**src/rtl/key_pkg.sv**
```systemverilog
// Shared definitions for the keyboard action decoder: scan codes,
// repeat-timer state encoding and counter sizing.
package key_pkg;

    localparam int CODE_W = 9;
    localparam int KMAP_W = 1 << CODE_W;

    localparam logic [CODE_W-1:0] KEY_W      = 9'h01D;
    localparam logic [CODE_W-1:0] KEY_S      = 9'h01B;
    localparam logic [CODE_W-1:0] KEY_A      = 9'h01C;
    localparam logic [CODE_W-1:0] KEY_D      = 9'h023;
    localparam logic [CODE_W-1:0] KEY_SPACE  = 9'h029;
    localparam logic [CODE_W-1:0] KEY_LSHIFT = 9'h012;
    localparam logic [CODE_W-1:0] KEY_RSHIFT = 9'h059;

    typedef enum logic [1:0] {
        ST_IDLE,
        ST_DELAY,
        ST_REPEAT,
        ST_HOLD
    } rpt_state_e;

    // Counter must hold the larger reload value; never narrower than 1 bit.
    function automatic int cnt_width(int dly, int per);
        int m;
        m = (dly > per) ? dly : per;
        return (m > 0) ? $clog2(m + 1) : 1;
    endfunction

endpackage

```
**src/rtl/key_action_decoder_if.sv**
```systemverilog
// Scan-code front end to game-control bundle around the action decoder.
// master drives scan events and controls, slave returns key actions.
interface key_action_decoder_if
    import key_pkg::*;
#(
    parameter int NUM_KEYS = 5
);

    logic                been_ready;
    logic [CODE_W-1:0]   last_change;
    logic [KMAP_W-1:0]   key_down;
    logic                enable;
    logic                clear;
    logic [NUM_KEYS-1:0] held;
    logic [NUM_KEYS-1:0] press_pulse;
    logic [NUM_KEYS-1:0] release_pulse;
    logic                any_held;

    modport master (
        output been_ready,
        output last_change,
        output key_down,
        output enable,
        output clear,
        input  held,
        input  press_pulse,
        input  release_pulse,
        input  any_held
    );

    modport slave (
        input  been_ready,
        input  last_change,
        input  key_down,
        input  enable,
        input  clear,
        output held,
        output press_pulse,
        output release_pulse,
        output any_held
    );

endinterface

```
**src/rtl/key_repeat_timer.sv**
```systemverilog
// Per-channel press/release tracker with typematic auto-repeat.
// Outputs are registered; held_next exposes the next held level.
module key_repeat_timer
    import key_pkg::*;
#(
    parameter int REPEAT_DELAY  = 0,
    parameter int REPEAT_PERIOD = 1,
    parameter int CNT_W         = 1
) (
    input  logic clk,
    input  logic rst,
    input  logic make,
    input  logic brk,
    input  logic clear,
    input  logic enable,
    output logic held,
    output logic press_pulse,
    output logic release_pulse,
    output logic held_next
);

    localparam logic [CNT_W-1:0] DLY_LD =
        CNT_W'((REPEAT_DELAY > 0) ? REPEAT_DELAY - 1 : 0);
    localparam logic [CNT_W-1:0] PER_LD =
        CNT_W'((REPEAT_PERIOD > 0) ? REPEAT_PERIOD - 1 : 0);
    localparam logic [CNT_W-1:0] CNT_ONE = CNT_W'(1);

    rpt_state_e       state_q, state_d;
    logic [CNT_W-1:0] cnt_q, cnt_d;
    logic             held_q, held_d;
    logic             press_q, press_d;
    logic             rel_q, rel_d;
    logic             expired;

    assign expired = (cnt_q == '0);

    always_comb begin
        state_d = state_q;
        cnt_d   = cnt_q;
        held_d  = held_q;
        press_d = 1'b0;
        rel_d   = 1'b0;
        if (clear) begin
            state_d = ST_IDLE;
            cnt_d   = '0;
            held_d  = 1'b0;
        end else begin
            unique case (state_q)
                ST_IDLE: begin
                    if (make) begin
                        held_d  = 1'b1;
                        press_d = enable;
                        if (REPEAT_DELAY == 0) begin
                            state_d = ST_HOLD;
                        end else begin
                            state_d = ST_DELAY;
                            cnt_d   = DLY_LD;
                        end
                    end
                end
                ST_DELAY, ST_REPEAT: begin
                    // A break wins over a repeat expiring in the same cycle.
                    if (brk) begin
                        state_d = ST_IDLE;
                        held_d  = 1'b0;
                        rel_d   = 1'b1;
                    end else if (expired) begin
                        state_d = ST_REPEAT;
                        press_d = enable;
                        cnt_d   = PER_LD;
                    end else begin
                        cnt_d = cnt_q - CNT_ONE;
                    end
                end
                ST_HOLD: begin
                    if (brk) begin
                        state_d = ST_IDLE;
                        held_d  = 1'b0;
                        rel_d   = 1'b1;
                    end
                end
                default: begin
                    state_d = ST_IDLE;
                    held_d  = 1'b0;
                end
            endcase
        end
    end

    always_ff @(posedge clk or posedge rst) begin
        if (rst) begin
            state_q <= ST_IDLE;
            cnt_q   <= '0;
            held_q  <= 1'b0;
            press_q <= 1'b0;
            rel_q   <= 1'b0;
        end else begin
            state_q <= state_d;
            cnt_q   <= cnt_d;
            held_q  <= held_d;
            press_q <= press_d;
            rel_q   <= rel_d;
        end
    end

    assign held          = held_q;
    assign press_pulse   = press_q;
    assign release_pulse = rel_q;
    assign held_next     = held_d;

endmodule

```
**src/rtl/key_action_decoder.sv**
```systemverilog
// Maps programmable scan codes to per-key held levels and press,
// release and auto-repeat pulses.
module key_action_decoder
    import key_pkg::*;
#(
    parameter int                         NUM_KEYS      = 5,
    parameter logic [NUM_KEYS*CODE_W-1:0] KEY_CODES     =
        {KEY_SPACE, KEY_W, KEY_S, KEY_A, KEY_D},
    parameter int                         REPEAT_DELAY  = 0,
    parameter int                         REPEAT_PERIOD = 1
) (
    input logic                 clk,
    input logic                 rst,
    key_action_decoder_if.slave bus
);

    localparam int CNT_W = cnt_width(REPEAT_DELAY, REPEAT_PERIOD);

    logic                down;
    logic [NUM_KEYS-1:0] hit_v;
    logic [NUM_KEYS-1:0] make_v;
    logic [NUM_KEYS-1:0] brk_v;
    logic [NUM_KEYS-1:0] held_v;
    logic [NUM_KEYS-1:0] press_v;
    logic [NUM_KEYS-1:0] rel_v;
    logic [NUM_KEYS-1:0] held_nx_v;
    logic                any_held_q;

    // Duplicate codes simply light several channels at once.
    always_comb begin
        down   = bus.key_down[bus.last_change];
        hit_v  = '0;
        make_v = '0;
        brk_v  = '0;
        for (int i = 0; i < NUM_KEYS; i++) begin
            hit_v[i]  = bus.been_ready &&
                        (bus.last_change == KEY_CODES[CODE_W*i +: CODE_W]);
            make_v[i] = hit_v[i] && down;
            brk_v[i]  = hit_v[i] && !down;
        end
    end

    for (genvar i = 0; i < NUM_KEYS; i++) begin : g_ch
        key_repeat_timer #(
            .REPEAT_DELAY  (REPEAT_DELAY),
            .REPEAT_PERIOD (REPEAT_PERIOD),
            .CNT_W         (CNT_W)
        ) u_tmr (
            .clk           (clk),
            .rst           (rst),
            .make          (make_v[i]),
            .brk           (brk_v[i]),
            .clear         (bus.clear),
            .enable        (bus.enable),
            .held          (held_v[i]),
            .press_pulse   (press_v[i]),
            .release_pulse (rel_v[i]),
            .held_next     (held_nx_v[i])
        );
    end

    always_ff @(posedge clk or posedge rst) begin
        if (rst) begin
            any_held_q <= 1'b0;
        end else begin
            any_held_q <= |held_nx_v;
        end
    end

    assign bus.held          = held_v;
    assign bus.press_pulse   = press_v;
    assign bus.release_pulse = rel_v;
    assign bus.any_held      = any_held_q;

endmodule

```
**src/flat_wrapper.sv**
```systemverilog
// flat-port wrapper written by rule: the top's interface ports become plain ports
module key_action_decoder_flat import key_pkg::*;
#(
    parameter int                         NUM_KEYS      = 5,
    parameter logic [NUM_KEYS*CODE_W-1:0] KEY_CODES     =
        {KEY_SPACE, KEY_W, KEY_S, KEY_A, KEY_D},
    parameter int                         REPEAT_DELAY  = 0,
    parameter int                         REPEAT_PERIOD = 1
)
  (clk, rst, bus_been_ready, bus_last_change, bus_key_down, bus_enable, bus_clear, bus_held, bus_press_pulse, bus_release_pulse, bus_any_held);
  key_action_decoder_if #(.NUM_KEYS(NUM_KEYS)) bus_i ();
  input logic clk;
  input logic rst;
  input wire logic [$bits(bus_i.been_ready)-1:0] bus_been_ready;
  input wire logic [$bits(bus_i.last_change)-1:0] bus_last_change;
  input wire logic [$bits(bus_i.key_down)-1:0] bus_key_down;
  input wire logic [$bits(bus_i.enable)-1:0] bus_enable;
  input wire logic [$bits(bus_i.clear)-1:0] bus_clear;
  output wire logic [$bits(bus_i.held)-1:0] bus_held;
  output wire logic [$bits(bus_i.press_pulse)-1:0] bus_press_pulse;
  output wire logic [$bits(bus_i.release_pulse)-1:0] bus_release_pulse;
  output wire logic [$bits(bus_i.any_held)-1:0] bus_any_held;
  assign bus_i.been_ready = bus_been_ready;
  assign bus_i.last_change = bus_last_change;
  assign bus_i.key_down = bus_key_down;
  assign bus_i.enable = bus_enable;
  assign bus_i.clear = bus_clear;
  assign bus_held = bus_i.held;
  assign bus_press_pulse = bus_i.press_pulse;
  assign bus_release_pulse = bus_i.release_pulse;
  assign bus_any_held = bus_i.any_held;
  key_action_decoder #(.NUM_KEYS(NUM_KEYS), .KEY_CODES(KEY_CODES), .REPEAT_DELAY(REPEAT_DELAY), .REPEAT_PERIOD(REPEAT_PERIOD)) u_core (.clk(clk), .rst(rst), .bus(bus_i));
endmodule
```
**config.mk**
```make
export PLATFORM = sky130hd
export DESIGN_NAME = key_action_decoder_flat
export DESIGN_NICKNAME = d
export VERILOG_FILES = /design/src/rtl/key_pkg.sv /design/src/rtl/key_action_decoder_if.sv /design/src/rtl/key_repeat_timer.sv /design/src/rtl/key_action_decoder.sv /design/src/flat_wrapper.sv
export SDC_FILE = /design/constraint.sdc
export NUM_CORES = 1
export LEC_CHECK = 0
export ABC_AREA = 1
export CORE_AREA = 3 3 211 213
export DETAILED_ROUTE_END_ITERATION = 8
export DIE_AREA = 0 0 214 216
export MAX_ROUTING_LAYER = met4
export PLACE_DENSITY = 0.48
export RECOVER_POWER = 25
export SETUP_SLACK_MARGIN = 0.3
export SLEW_MARGIN = 20
export SYNTH_ARGS = -nofsm -noshare
export SYNTH_HDL_FRONTEND = slang
export SYNTH_HIERARCHICAL = 1
export SYNTH_SLANG_ARGS = --single-unit
```
**constraint.sdc**
```tcl
create_clock -name clk -period 2.27 [get_ports clk]
set_input_delay 0.5675 -clock clk [delete_from_list [all_inputs] [get_ports clk]]
set_output_delay 0.5675 -clock clk [all_outputs]
set_load 0.05 [all_outputs]
```
==> results.py <==
metrics = {
    "clocking": {
        "clk_latency_ns": 0.26,
        "holdBufCountCts": 0,
        "clock-sinks": 26,
        "cts_buffer_depth": 2,
        "cts-root-buf": "clkbuf_16",
        "cts_made_buffers": 3,
        "htree_levels": 1,
        "cts_tree": "yes",
        "path_clk_slew_ns": 0.07,
    },
    "pwr": {
        "total_power_mw": 4.62,
        "static-leakage-power_nw": 7.38,
        "powerDensity_nw_per_um2": 306,
        "ir_drop_mv": 0.344,
    },
    "layout": {
        "mostFrequentLayoutCell": "nand2_1",
        "fin_cells": 2699,
        "final_cell_mix": "770 x nand2_1, 518 x clkdlybuf4s50_1, 151 x inv_1",
        "regArea_um2": 651,
        "final_nets": 2652,
        "multi_input_area_um2": 5860,
        "drive_gt1_share_pct": 13.8,
        "n_fill_cell": 4762,
        "area_growth_pct": 114,
    },
    "drt": {
        "detail_route.wl_per_cell_um": 19.1,
        "route.detailed.drc": 0,
        "ant_nets": 0,
        "dr.pass1.iters": 5,
        "vias": 11623,
        "detail_route.iter0.violations": 647,
        "vias_per_cell": 4.31,
        "drt_wl_total_um": 51500,
    },
    "sta": {
        "slew_headroom_pct": 61.1,
        "max_clock_freq_mhz": 370,
        "fin_crit_ns": 2.70,
        "setup_ws_ns": -0.432,
        "rsz0062_at_grt": "true",
        "slew_viol_final": 0,
        "min_period_over_period_pct": 119,
        "worst_pin_slew_ns": 0.586,
        "setup_viol_count_final": 26,
        "hold_viol_final": 0,
        "timing.setup.tns_ns": -8.16,
        "fin_skew_ns": 0.00240,
    },
    "setup_path": {
        "critPathKind": "input port to flip-flop",
        "crit_family": "simple AND/OR/NAND/NOR gates",
        "cp.depth": 22,
        "path_common_cell": "nand2_1",
        "crit_fanout": 13,
        "endpoint_kind": "flip-flop",
        "critPathBufInv": 5,
        "critPathMaxStageDelay_ns": 0.17,
        "cpMaxStageDelayCell": "buf_16",
        "cp.required_ns": 2.42,
        "cp_data_arrival_time_ns": 2.85,
        "cp-start-kind": "input port",
        "rr_worst_depth": 7,
        "crit_chain": "buf_16 -> buf_16 -> buf_4 -> nand2_1 -> nand2_1 -> nand2_1 -> nand3_1 -> nand2_1 -> nand2_1 -> o21ai_1 -> buf_4 -> nand2_1 -> nor2_2 -> nor2_2 -> nor2_4 -> nand2_4 -> a21oi_2 -> inv_2 -> o21ai_2 -> a21oi_2 -> nor3_2 -> nand2_1",
    },
    "logic_synthesis": {
        "ys_seq_area_share_pct": 9.22,
        "yosys-top-cells-area": "nand2_1 42%, nand3_1 10%, dfrtp_1 9.2%",
        "yosysUniqueCellTypes": 25,
        "ys_ff_latch": 26,
        "yosysTopAreaCellShare_pct": 42.0,
        "synth_top_area_cell": "nand2_1",
        "syn-num-nets": 2062,
        "avgSynthCellArea_um2": 4.64,
        "syn_area_um2": 7050,
        "synth.yosys.warnings": 6,
        "synthCells": 1521,
    },
    "status": {
        "violations": "setup timing",
        "outcome": "finished with violations",
    },
    "grt": {
        "grt_max_degree": 47,
        "grt_pass1_vias": 12164,
        "antenna_found_initial": 5,
        "gr-usage-all-layers_pct": 21.9,
        "grt_overflow": 0,
        "grt_pass1_wl_um": 75000,
    },
    "floorplanning": {
        "initial_core_util_pct": 16.4,
        "die_area_um2": 46200,
        "core_um2": 42900,
        "top_level_ports": 542,
        "die_h_um": 216,
        "num_rows": 76,
        "die_w_um": 214,
    },
    "placed_design": {
        "gp_congestion": 0.955,
        "portBuffers": 541,
        "dp_cells": 2670,
        "dp_hpwl_um": 41500,
    },
    "worst_hold_path": {
        "hold_class": "flip-flop to flip-flop",
        "min_path_cells": 2,
    },
    "flow_run": {
        "cap_viol_max_count": 0,
    },
}
[worst reg2reg max path: stages, from the launching register on]
cell and delay [ns]:
dfrtp_1 0.41, inv_1 0.10, ha_1 0.30, nand2_1 0.14, nand2_2 0.12, nand2_1 0.06
nand2_1 0.05, nand2_1 0.05
[cell usage after synthesis]
| cell type | n |
|---|---|
| nand4_1 | 7 |
| clkbuf_1 | 20 |
| inv_2 | 12 |
| nand3_1 | 145 |
| or2_2 | 1 |
| nand2_2 | 9 |
| buf_2 | 36 |
| buf_4 | 9 |
| a22oi_1 | 14 |
| buf_1 | 6 |
| o21ai_1 | 19 |
| inv_6 | 1 |
| nor2_4 | 1 |
| nor2_1 | 133 |
| a21oi_1 | 38 |
| nor2_2 | 5 |
| dfrtp_1 | 26 |
| clkinv_1 | 1 |
| nand3_2 | 5 |
| o21ai_0 | 56 |
| nand2_1 | 790 |
| buf_6 | 13 |
| inv_1 | 151 |
| nor3_1 | 8 |
| ha_1 | 15 |
[registers in the layout (all words and copies together), names as in the netlist]
name,flops
u_core/bus.any_held,1
u_core/g_ch.u_tmr/release_pulse,5
u_core/g_ch.u_tmr/state_q,10
u_core/g_ch.u_tmr/press_pulse,5
u_core/g_ch.u_tmr/held,5
[per-layer routing]
metal / routed length (µm) / vias up / global-route usage (%) / share of wire [%]
li1: - / 5846 / - / -
met1: 21800 / 5245 / 26.3 / 42
met2: 25300 / 476 / 38.7 / 49
met3: 2980 / 56 / 2.97 / 5.8
met4: 1410 / 0 / 5.43 / 2.7
met5: 0 / - / - / 0
[report_power, final]
| group | switching, mW | internal (mW) | total, mW |
|---|---|---|---|
| combinational | 1.80 | 1.77 | 3.56 |
| sequential | 0.0892 | 0.578 | 0.667 |
| clock | 0.155 | 0.233 | 0.389 |
| total | 2.04 | 2.58 | 4.62 |
[stage by stage]
stage	cell area (µm²)	hold slack (ns)	setup WS, ns	utilization [%]
after floorplan	7210	0.296	-0.315	-
after detailed placement	13900	0.533	-1.12	32.5
final	15100	0.551	-0.432	35.2
after global placement	13900	0.523	-1.12	32.5
after CTS	15000	0.550	-0.431	35.0
after global routing	15100	0.578	-0.629	35.2
[area by class of cell]
class / count / area share (%)
timing repair buffer: 669 / 47.1
sequential: 26 / 4.31
multi-input combinational: 1246 / 38.8
inverter: 165 / 4.36
clock buffer: 3 / 0.497
antenna: 5 / 0.0829
tap: 585 / 4.85
[repair_timing]
action,in CTS,in global routing
endpoints found under the setup margin,41,26
cloned,13,1
pin swaps,35,15
resized for setup,190,19
buffers inserted,6,1
[cell families (layout without fill, tap and decap cells)]
group           Yosys count  after routing  synth area share, %
buf+inv                 249            837                 15.8
compound gates          127            127                 9.51
fa+ha+maj                15             15                 2.66
simple gates           1104           1104                 62.8
flops                    26             26                 9.22
other cells               0              5                    0
[final timing paths]
check                                                start                         endpoint  slack [ns]
max                                     bus_last_change[0]              u_core/bus.any_held       -0.43
min                        u_core/g_ch[0].u_tmr/state_q[1]  u_core/g_ch[0].u_tmr/state_q[1]        0.55
max reg2reg                u_core/g_ch[1].u_tmr/state_q[0]  u_core/g_ch[1].u_tmr/state_q[1]        0.94
min reg2reg                u_core/g_ch[0].u_tmr/state_q[1]  u_core/g_ch[0].u_tmr/state_q[1]        0.55
max in group asynchronous                              rst  u_core/g_ch[2].u_tmr/state_q[0]        1.27
min in group asynchronous                              rst              u_core/bus.any_held        0.72
Power figures use the tool's default switching activity.
